File: src/rtl/pattern_generator_param.sv
// Parametrised tile/bar/gradient/solid test-pattern source with explicit X/Y raster counters.
// Optional border overlay: define PATTERN_GENERATOR_BORDER_EN.
module pattern_generator_param #(
    parameter int H_ACTIVE        = 800,
    parameter int V_ACTIVE        = 600,
    parameter int TILE_W          = 80,
    parameter int TILE_H          = 50,
    parameter int CHANNEL_WIDTH   = 8,
    parameter int FRAMES_PER_PAGE = 72,
    parameter int GRAD_SHIFT      = 2
) (
    input  logic                       Clock,
    input  logic                       Reset,
    input  logic [1:0]                 Mode,
    input  logic                       VideoReady,
    output logic                       VideoValid,
    output logic [3*CHANNEL_WIDTH-1:0] Video,
    output logic                       StartOfFrame,
    output logic                       EndOfLine,
    output logic                       PageIndex
);

    localparam int XW      = $clog2(H_ACTIVE);
    localparam int YW      = $clog2(V_ACTIVE);
    localparam int TILES_X = (H_ACTIVE + TILE_W - 1) / TILE_W;
    localparam int TILES_Y = (V_ACTIVE + TILE_H - 1) / TILE_H;
    localparam int TXW     = ($clog2(TILES_X) > 2) ? $clog2(TILES_X) : 2;
    localparam int TYW     = ($clog2(TILES_Y) > 2) ? $clog2(TILES_Y) : 2;
    localparam int PXW     = (TILE_W > 1) ? $clog2(TILE_W) : 1;
    localparam int LNW     = (TILE_H > 1) ? $clog2(TILE_H) : 1;
    localparam int FCW     = (FRAMES_PER_PAGE > 1) ? $clog2(FRAMES_PER_PAGE) : 1;
    localparam int CW      = CHANNEL_WIDTH;

    logic [XW-1:0]  x;
    logic [YW-1:0]  y;
    logic [TXW-1:0] tile_x;
    logic [TYW-1:0] tile_y;
    logic [PXW-1:0] px_cnt;
    logic [LNW-1:0] ln_cnt;
    logic [FCW-1:0] frame_cnt;
    logic [1:0]     mode_q;
    logic           page;
    logic           valid;

    // Handshake: a pixel moves when VideoValid && VideoReady on a rising Clock edge;
    // while VideoReady is low the presented pixel and markers hold unchanged.
    logic xfer;
    logic line_end;
    logic frame_end;

    assign xfer      = valid && VideoReady;
    assign line_end  = (x == XW'(H_ACTIVE - 1));
    assign frame_end = line_end && (y == YW'(V_ACTIVE - 1));

    always_ff @(posedge Clock or negedge Reset) begin
        if (!Reset) begin
            x         <= '0;
            y         <= '0;
            tile_x    <= '0;
            tile_y    <= '0;
            px_cnt    <= '0;
            ln_cnt    <= '0;
            frame_cnt <= '0;
            mode_q    <= '0;
            page      <= 1'b0;
            valid     <= 1'b0;
        end else begin
            valid <= 1'b1;
            if (xfer) begin
                if (line_end) begin
                    x      <= '0;
                    px_cnt <= '0;
                    tile_x <= '0;
                    if (frame_end) begin
                        y      <= '0;
                        ln_cnt <= '0;
                        tile_y <= '0;
                        // New mode takes effect exactly at the next frame's first pixel.
                        mode_q <= Mode;
                        if (frame_cnt == FCW'(FRAMES_PER_PAGE - 1)) begin
                            frame_cnt <= '0;
                            page      <= ~page;
                        end else begin
                            frame_cnt <= frame_cnt + FCW'(1);
                        end
                    end else begin
                        y <= y + YW'(1);
                        if (ln_cnt == LNW'(TILE_H - 1)) begin
                            ln_cnt <= '0;
                            tile_y <= tile_y + TYW'(1);
                        end else begin
                            ln_cnt <= ln_cnt + LNW'(1);
                        end
                    end
                end else begin
                    x <= x + XW'(1);
                    if (px_cnt == PXW'(TILE_W - 1)) begin
                        px_cnt <= '0;
                        tile_x <= tile_x + TXW'(1);
                    end else begin
                        px_cnt <= px_cnt + PXW'(1);
                    end
                end
            end
        end
    end

    function automatic logic [23:0] palette(input logic [2:0] idx);
        case (idx)
            3'd0:    return 24'h8E44AD;
            3'd1:    return 24'h2C3E50;
            3'd2:    return 24'h16A085;
            3'd3:    return 24'h2980B9;
            3'd4:    return 24'h1ABC9C;
            3'd5:    return 24'hE67E22;
            3'd6:    return 24'hF1C40F;
            default: return 24'h2ECC71;
        endcase
    endfunction

    logic [1:0]    k;
    logic [2:0]    pal_idx;
    logic [23:0]   pal_rgb;
    logic [CW-1:0] pal_r;
    logic [CW-1:0] pal_g;
    logic [CW-1:0] pal_b;
    logic [CW-1:0] grad;
    logic [3*CW-1:0] pattern;

    always_comb begin
        k = 2'd0;
        case (mode_q)
            2'd0:    k = {tile_y[0], tile_x[0]};
            2'd1:    k = tile_x[1:0];
            default: k = 2'd0;
        endcase
        pal_idx = {page, k};
        pal_rgb = palette(pal_idx);
    end

    // Narrow channels keep the palette MSBs; wide channels left-justify with zero LSBs.
    if (CW <= 8) begin : g_narrow
        assign pal_r = pal_rgb[23 -: CW];
        assign pal_g = pal_rgb[15 -: CW];
        assign pal_b = pal_rgb[7 -: CW];
    end else begin : g_wide
        assign pal_r = {pal_rgb[23:16], {(CW - 8){1'b0}}};
        assign pal_g = {pal_rgb[15:8],  {(CW - 8){1'b0}}};
        assign pal_b = {pal_rgb[7:0],   {(CW - 8){1'b0}}};
    end

    always_comb begin
        grad = CW'(x >> GRAD_SHIFT);
        if (page) begin
            grad = ~grad;
        end
        if (mode_q == 2'd2) begin
            pattern = {grad, grad, grad};
        end else begin
            pattern = {pal_r, pal_g, pal_b};
        end
    end

`ifdef PATTERN_GENERATOR_BORDER_EN
    logic border;
    assign border = (x == '0) || line_end || (y == '0) || (y == YW'(V_ACTIVE - 1));
    assign Video  = border ? '1 : pattern;
`else
    assign Video  = pattern;
`endif

    assign VideoValid   = valid;
    assign StartOfFrame = (x == '0) && (y == '0);
    assign EndOfLine    = line_end;
    assign PageIndex    = page;

endmodule

File: config.mk
export PLATFORM = sky130hd
export DESIGN_NAME = pattern_generator_param
export DESIGN_NICKNAME = d
export VERILOG_FILES = /design/src/rtl/pattern_generator_param.sv
export SDC_FILE = /design/constraint.sdc
export NUM_CORES = 1
export LEC_CHECK = 0
export CAP_MARGIN = 40
export CORE_UTILIZATION = 50
export DETAILED_ROUTE_END_ITERATION = 8
export PLACE_DENSITY_LB_ADDON = 0.15
export SYNTH_ARGS = -nofsm -noshare
export SYNTH_HDL_FRONTEND = slang
export SYNTH_SLANG_ARGS = --single-unit
File: constraint.sdc
create_clock -name Clock -period 2.25 [get_ports Clock]
set_input_delay 0.45 -clock Clock [delete_from_list [all_inputs] [get_ports Clock]]
set_output_delay 0.45 -clock Clock [all_outputs]
set_load 0.01 [all_outputs]
==> reports/metrics.cfg <==
[placement]
gpl.final_weighted_congestion=0.855
place_hpwl_microns=5330
placed_area_sq_um=3740
portBuffers=32
detailedPlace.worstSlack_ps=-430

[sta]
post-route-period-util_pct=107
postLayoutSetupSlackWorst_ps=-162
period_needed_ps=2410
setup_violations=1
rsz0062_at_grt=true
fmax_mhz=415
finalHoldViolations=0
finalSetupTns_ps=-162
hold_ws_ps=220
skew_ps=9.41
worst_slew_pin_slew_ps=583
slew_headroom_pct=60.8
drv_slew=0

[yosys]
synthDistinctLibCells=48
syn_nets=379
mappedNetlistArea_sq_um=3090
synthCells=366
synth-async-reset-ratio_pct=100
yosysSeqAreaShare_pct=38.1
avgSynthCellArea_sq_um=8.44
yosys_warnings=0
dominantRegCellSynth=dfrtp_1
synth-seq-cells=47
synth_edf_count=0

[drt]
avgViaCountPerCell=5.70
drtIter0Drc=141
vias=2907
dr.pass1.iters=4
ant_nets=0
drc_errors=0
post_drt_wl_per_cell_microns=14.9
routed_wl_microns=7620

[finish]
drive_gt1_share_pct=26.0
fin_area_sq_um=3970
fillers=498
fin_nets=447
area_growth_pct=28.4
diodes=0

[critical_path]
cp.arrival_ps=1960
worstRegToRegCells=6
path_max_fanout=2
required_ps=1800
worstSetupEndpointType=output pin
critical_path_class=reg -> out
startpoint_type=flip-flop
rrSetupSlack_ps=60

[die]
core_area_sq_um=5960
die_h_microns=80.6
dieArea_sq_um=6500
ios=33
fp-row-count=28
initial_utilization_pct=51.9
die_x_microns=80.6

[outcome]
failed_checks=setup timing
status=finished, violations left

[grt]
grt_max_degree=48
grt_usage_pct=23.7
grt_pass1_wl_microns=11900
grt_pass1_vias=2546
gr-total-overflow=0
antenna_found_initial=0

[clocking]
clkTransAtPathRegs_ps=90
cts_buffer_depth=2
clock_latency_ps=300
cts_max_level=2
cts_tree=built
cts_buffers=5
root_buffer=clkbuf_8
holdBufCountCts=0
cts.sinks=47

[power_and_ir_drop]
fin_total_pwr_mw=1.96
p_per_area_nw_per_um2=495
cellLeakagePower_nw=1.85
vdd_drop_max_mv=0.390

[hold_path]
hold_class=in -> async

[flow_run]
maxCapViolCount=0

==> worst max-delay path, stage by stage, from the launching register on <==
cell	delay [ps]
dfrtp_1	380
or4_4	530
or4_4	440
nor4_4	150
buf_2	170
==> cells in the final DEF, fill, tap and decap left out, drive strengths merged, types with 8 or more instances in the layout <==
cell | netlist | layout
inv | 14 | 14
dfrtp | 47 | 47
xnor2 | 25 | 25
nand3 | 25 | 25
nor2 | 24 | 24
buf | 8 | 62
nand2 | 39 | 39
a21oi | 19 | 19
xor2 | 9 | 9
nor3 | 9 | 9
clkbuf | 18 | 14
ha | 8 | 8
o21ai | 32 | 32
==> Yosys cell counts (3+ instances only) <==
cell,instances,area (sq um)
nor3_1,9,45.0
o211ai_1,3,22.5
inv_1,13,48.8
and4_1,5,43.8
buf_1,4,15.0
nand2_1,39,146
ha_1,8,100
o21ai_0,32,160
xor2_1,9,78.8
o22ai_1,4,25.0
nor2b_1,4,25.0
mux2_2,7,78.8
nor2_1,24,90.1
clkbuf_1,18,67.6
a31oi_1,3,18.8
nand3_1,25,125
o31ai_1,5,37.5
or4_1,4,30.0
or3_1,7,43.8
nand4_1,5,31.3
dfrtp_1,47,1180
or2_2,3,18.8
and2_1,3,18.8
buf_2,3,15.0
a21oi_1,19,95.1
xnor2_1,25,219
nand2b_1,4,25.0
and3_1,5,31.3
nor4_1,5,31.3
==> power breakdown <==
part           internal, mW  switching [mW]
Sequential            0.927          0.0867
Clock                 0.331           0.290
Combinational         0.150           0.180
Total                  1.41           0.557
==> cell families after synthesis <==
kind of cell	Yosys count	share of synthesized area [%]
fa+ha+maj	8	3.24
buf+inv	41	5.35
other cells	1	0.121
compound gates	79	15.1
mux	9	3.20
xor+xnor	34	9.64
flops	47	38.1
simple gates	147	25.2
==> metrics by stage <==
step / instances / utilization, %
after floorplan: 366 / -
after global placement: 491 / 62.9
after detailed placement: 491 / 62.9
after CTS: 501 / 65.3
after global routing: 510 / 66.6
final: 510 / 66.6
==> final timing paths <==
| kind | from | endpoint |
|---|---|---|
| min | Reset | frame_cnt[6] |
| max | y[7] | StartOfFrame |
| min in group Clock | frame_cnt[2] | frame_cnt[2] |
| max in group asynchronous | Reset | PageIndex |
| min reg2reg | frame_cnt[2] | frame_cnt[2] |
| max reg2reg | y[7] | mode_q[0] |
==> cell type report <==
class                      instances  area [sq um]  area share [%]
tap                               75          93.8            2.37
clock buffer                       5          68.8            1.73
timing repair buffer              86           673            17.0
multi-input combinational        279          1850            46.7
inverter                          15          57.6            1.45
sequential                        47          1180            29.7
clock inverter                     3          43.8            1.10
==> flip-flops by register name, indices dropped and copies added, names as in the netlist <==
name	cells
ln_cnt	6
mode_q	2
PageIndex	1
tile_y	1
y	10
px_cnt	7
frame_cnt	7
x	10
tile_x	2
VideoValid	1
==> per-layer routing <==
metal,track usage (%),wire [microns],vias to the layer above
met5,0,0,-
met4,4.29,81,0
met3,4.55,318,14
met2,38.5,3590,72
met1,32.9,3630,1398
li1,-,-,1423
==> timing repair <==
action	4_1_cts	5_1_grt
cloned	0	1
setup endpoints to repair	31	22
pin swaps	2	2
buffers inserted	2	8
resized for setup	61	38
No activity file was read; power rests on OpenSTA's default activity.
